## src/rtl/onehot_arb_defs.vh

```
// Shared sizing constants for the one-hot round-robin arbiter.
`ifndef ONEHOT_ARB_DEFS_VH
`define ONEHOT_ARB_DEFS_VH
`define ARB_LINES 4
`define ARB_IDX_W 2
`define ARB_NONE  4'b0000
`endif

```

## src/rtl/onehot_rr_arbiter_pkg.sv

```systemverilog
// ============================================================================
// Module   : onehot_rr_arbiter_pkg
// Brief    : Shared types and constants for the one-hot round-robin arbiter.
// Revision : 1.0 - initial release
// ============================================================================
`default_nettype none
`include "onehot_arb_defs.vh"

package onehot_rr_arbiter_pkg;
  localparam int c_LINES = `ARB_LINES;
  localparam int c_IDX_W = `ARB_IDX_W;

  typedef logic [c_LINES-1:0] line_vec_t;
  typedef logic [c_IDX_W-1:0] line_idx_t;

  localparam line_vec_t c_NONE = `ARB_NONE;

  // Pointer advance wraps naturally through the index width.
  function automatic line_idx_t next_idx(input line_idx_t idx);
    return idx + line_idx_t'(1);
  endfunction
endpackage

`default_nettype wire

```

## src/rtl/onehot_rr_arbiter_rr_pick.sv

```systemverilog
// ============================================================================
// Module   : rr_pick
// Brief    : Combinational round-robin search: first set bit at or above ptr.
// Revision : 1.0 - initial release
// ============================================================================
`default_nettype none

module rr_pick
  import onehot_rr_arbiter_pkg::*;
(
  input  logic [c_LINES-1:0] i_pending,
  input  logic [c_IDX_W-1:0] i_ptr,
  output logic [c_LINES-1:0] o_sel,
  output logic [c_IDX_W-1:0] o_idx,
  output logic               o_any
);

  line_idx_t w_cand [c_LINES];

  for (genvar g = 0; g < c_LINES; g++) begin : g_cand
    assign w_cand[g] = i_ptr + line_idx_t'(g);
  end

  always_comb begin
    o_sel = c_NONE;
    o_idx = i_ptr;
    o_any = 1'b0;
    for (int k = 0; k < c_LINES; k++) begin
      if (!o_any && i_pending[w_cand[k]]) begin
        o_any = 1'b1;
        o_idx = w_cand[k];
        o_sel = line_vec_t'(1) << w_cand[k];
      end
    end
  end

endmodule

`default_nettype wire

```

## src/rtl/onehot_rr_arbiter.sv

```systemverilog
// ============================================================================
// Module   : onehot_rr_arbiter
// Brief    : 4-line round-robin arbiter with pending capture and one-hot grant.
// Revision : 1.0 - initial release
// ============================================================================
`default_nettype none

module onehot_rr_arbiter
  import onehot_rr_arbiter_pkg::*;
#(
  parameter logic [c_IDX_W-1:0] PTR_INIT = 2'd0
) (
  input  logic               clk,
  input  logic               rst_n,
  input  logic [c_LINES-1:0] req_in,
  output logic [c_LINES-1:0] out_onehot,
  output logic               out_valid,
  input  logic               out_ready,
  output logic [c_LINES-1:0] overrun,
  output logic               busy
);

  line_vec_t r_pending;
  line_idx_t r_ptr;
  line_vec_t r_onehot;
  logic      r_valid;
  line_vec_t r_overrun;

  logic      w_load;
  line_vec_t w_sel;
  line_idx_t w_idx;
  logic      w_any;
  line_vec_t w_clr;
  line_vec_t w_pending_nxt;
  line_vec_t w_overrun_nxt;

  rr_pick u_pick (
    .i_pending (r_pending),
    .i_ptr     (r_ptr),
    .o_sel     (w_sel),
    .o_idx     (w_idx),
    .o_any     (w_any)
  );

  assign w_load = !r_valid || out_ready;
  assign w_clr  = (w_load && w_any) ? w_sel : c_NONE;

  // A same-cycle request re-sets the line being granted, so set wins over clear.
  assign w_pending_nxt = (r_pending & ~w_clr) | req_in;
  assign w_overrun_nxt = req_in & r_pending & ~w_clr;

  always_ff @(posedge clk or negedge rst_n) begin
    if (!rst_n) begin
      r_pending <= c_NONE;
      r_ptr     <= PTR_INIT;
      r_onehot  <= c_NONE;
      r_valid   <= 1'b0;
      r_overrun <= c_NONE;
    end else begin
      r_pending <= w_pending_nxt;
      r_overrun <= w_overrun_nxt;
      if (w_load) begin
        if (w_any) begin
          r_onehot <= w_sel;
          r_valid  <= 1'b1;
          r_ptr    <= next_idx(w_idx);
        end else begin
          r_onehot <= c_NONE;
          r_valid  <= 1'b0;
        end
      end
    end
  end

  assign out_onehot = r_onehot;
  assign out_valid  = r_valid;
  assign overrun    = r_overrun;
  assign busy       = (|r_pending) | r_valid;

endmodule

`default_nettype wire

```

## config.mk

```make
export PLATFORM = sky130hd
export DESIGN_NAME = onehot_rr_arbiter
export DESIGN_NICKNAME = d
export VERILOG_FILES = /design/src/rtl/onehot_rr_arbiter_pkg.sv /design/src/rtl/onehot_rr_arbiter_rr_pick.sv /design/src/rtl/onehot_rr_arbiter.sv
export VERILOG_INCLUDE_DIRS = /design/src /design/src/rtl
export SDC_FILE = /design/constraint.sdc
export NUM_CORES = 1
export LEC_CHECK = 0
export CORE_MARGIN = 8
export CORE_UTILIZATION = 51
export CTS_CLUSTER_SIZE = 40
export DETAILED_ROUTE_END_ITERATION = 7
export PLACE_DENSITY = 0.87
export SYNTH_ARGS = -nofsm -noshare
export SYNTH_HDL_FRONTEND = slang
export SYNTH_SLANG_ARGS = --single-unit
```

## constraint.sdc

```tcl
create_clock -name clk -period 3.7 [get_ports clk]
set_input_delay 0.37 -clock clk [delete_from_list [all_inputs] [get_ports clk]]
set_output_delay 0.37 -clock clk [all_outputs]
set_load 0.05 [all_outputs]
```

==> results.md <==
* Status: finished, final reports clean
* Crit path max fanout at 8
* FF+latch count, synth at 15
* Total of max-cap violations at 0
* Static Leak at 0.525 nW
* Area grow syn2layout at 21.9%
* Post-synthesis cell count at slightly above 90
* Clk_lat worst skew at 290 ps
* Fmax at between 300 and 400 MHz
* Final hold violation count at 0
* Min Tclk post-route at 3220 ps
* All-Layer GR Usage at 0.123
* YS warnings at 0
* Worst r2r src: r_ptr[1]
* Inserted Diodes at 0
* Reg-to-reg endpoint: overrun[1]
* Mapped Nets at 105
* GPL Wtd Cong at 0.912
* Syn_area_per_cell at 10.7 sq um
* Final setup TNS at 0 ps
* Global-route wire length before repair at 3310 um
* Commonest non-fill, non-tap cells in the layout: clkdlybuf4s50_1, dfrtp_1, nand2_1, ha_1, inv_1
* DR vias at 752
* Peak supply drop at 0.000513 V
* Worst slew pin tran at 672 ps
* Setup crit start kind: register
* Critical path class: reg2out
* Min-delay worst type: in2async
* Slew margin rel. at 0.551
* Internal power at ~600 uW
* Die Area at 3560 sq um
* Clock group share of total power at 0.083
* WL/cell at 14.9 um
* Die width at around 60 um
* Vias per std cell at between 5 and 6
* Async set-reset flop share out of synthesis at 1.00
* Starting Density at 0.551
* Distinct cells, synth at 30
* Core Area at 1760 sq um
* Most used DFF post-synth: dfrtp_1
* Final core utilization at 0.672
* Global route total overflow at 0
* ANT nets after route at 0
* Power Total at 1.16 mW
* Final Cycle Share at 0.871
* Post-synth EDFFs at 0
* Reg power frac at 0.256
* Initial drt markers at 19
* CTS sink cnt at 15
* Initial antenna violation count at 0
* Net Sw Frac at 0.482
* IO buf count at 16
* Die Height at slightly below 60 um
* CTS buffer count at 3
* WL final at 2010 um
* Pin count of the biggest net entering global routing at 16
* Finish-stage setup viols at 0
* Number of core rows at 15
* RSZ-0062 raised after global routing: no
* R2R depth at 8
* Io pins at 17
* Maximum root-to-sink buffer count at 2
* Vias in the first global route at a little under 700
* Required time worst endpoint at 3330 ps
* Share of layout cells above drive strength 1 at 0.145
* CTS tree: built
* Clock slew at reported path FFs at 90 ps
* Root Buffer: clkbuf_4
* Arrival @ worst endpoint at 2850 ps
* Power Density at a little under 1000 nW/um^2
* Combinational power share at 0.661
* Synth Cell Area at just under 1000 sq um
* Hpwl dp at 1540 um
* First-pass iteration count of the detailed router at 4
* Clock skew at between 4 and 5 ps
* Layout net count at 125
* NetSw at 560 uW
* Slew Limit Fails at 0
* H-Tree Depth at 1
* DRC viols at 0
* R2R Setup Slk at 890 ps
* CP endpoint kind: primary output
* Post-synthesis sequential area ratio at 0.386
through the flow:
step / hold slack (ps) / cells / setup slack, ps / area [sq um]
2_1_floorplan: 74.4 / 91 / 940 / 972
3_3_place_gp: 461 / 131 / 489 / 1150
3_5_place_dp: 463 / 131 / 377 / 1150
4_1_cts: 485 / 135 / 59.7 / 1180
5_1_grt: 502 / 135 / 333 / 1180
6_report: 480 / 135 / 477 / 1180
Yosys cell counts, drive strengths merged (4+ instances only):
| master | count | area share |
|---|---|---|
| dfrtp | 15 | 0.39 |
| a21o | 4 | 0.031 |
| and3 | 4 | 0.026 |
| nor2b | 4 | 0.026 |
| mux4 | 4 | 0.093 |
| ha | 7 | 0.090 |
| o21ai | 4 | 0.021 |
| nand2 | 11 | 0.042 |
| a221oi | 4 | 0.036 |
| a21oi | 5 | 0.030 |
| inv | 6 | 0.023 |
worst max path at each step:
stage	startpoint	to	cells past startpoint	slack, ps
after floorplan	r_ptr[0]	busy	7	940
after global placement	r_ptr[1]	busy	7	490
after detailed placement	r_ptr[1]	busy	7	380
after CTS	r_ptr[1]	busy	7	60
after global routing	r_ptr[1]	busy	7	330
final	r_ptr[1]	busy	7	480
what timing repair did:
item | 4_1_cts | 5_1_grt
setup endpoints to repair | 0 | 1
buffers inserted | 0 | 0
hold buffers | 0 | 0
gates resized for setup | 0 | 1
kinds of logic after synthesis:
| logic type | Yosys count | synth area share |
|---|---|---|
| AO/OA/AOI/OAI | 20 | 0.145 |
| XOR/XNOR | 2 | 0.0180 |
| adder cells (fa/ha/maj) | 7 | 0.0901 |
| buffers and inverters | 8 | 0.0399 |
| flip-flops | 15 | 0.386 |
| multiplexers | 7 | 0.126 |
| AND/OR/NAND/NOR | 32 | 0.194 |
power groups by stage:
stage | Clock [mW] | Sequential (mW) | Combinational (mW)
6_report | 0.0964 | 0.297 | 0.766
5_1_grt | 0.103 | 0.308 | 0.836
4_1_cts | 0.0984 | 0.297 | 0.770
3_5_place_dp | 0 | 0.300 | 0.771
3_3_place_gp | 0 | 0.291 | 0.756
2_1_floorplan | 0 | 0.420 | 0.472
flip-flops by register name, summed over array words and instances, names as in the netlist:
name and count:
out_onehot 4, overrun 4, r_pending 4, r_ptr 2
out_valid 1
routing by layer:
layer	global-route usage	wire length, um	share of wire
met5	0	0	0
met4	0.0612	43	0.021
met3	0.0300	89	0.044
met2	0.194	932	0.46
met1	0.151	944	0.47
worst max-delay path, stage by stage, from the launching register on:
cell and delay, ps:
dfrtp_1 490, inv_1 160, ha_1 380, mux4_2 610, or2_4 320, nor3_4 230, nand2b_1 70, dlymetal6s2s_1 300
final cells by class:
| class | instances | area (sq um) |
|---|---|---|
| timing repair buffer | 17 | 170 |
| clock inverter | 1 | 5.00 |
| clock buffer | 3 | 22.5 |
| fill | 141 | 579 |
| tap | 25 | 31.3 |
| sequential | 15 | 375 |
| inverter | 6 | 22.5 |
| multi-input combinational | 68 | 558 |
Note: power is estimated with default switching activity, not from simulation.
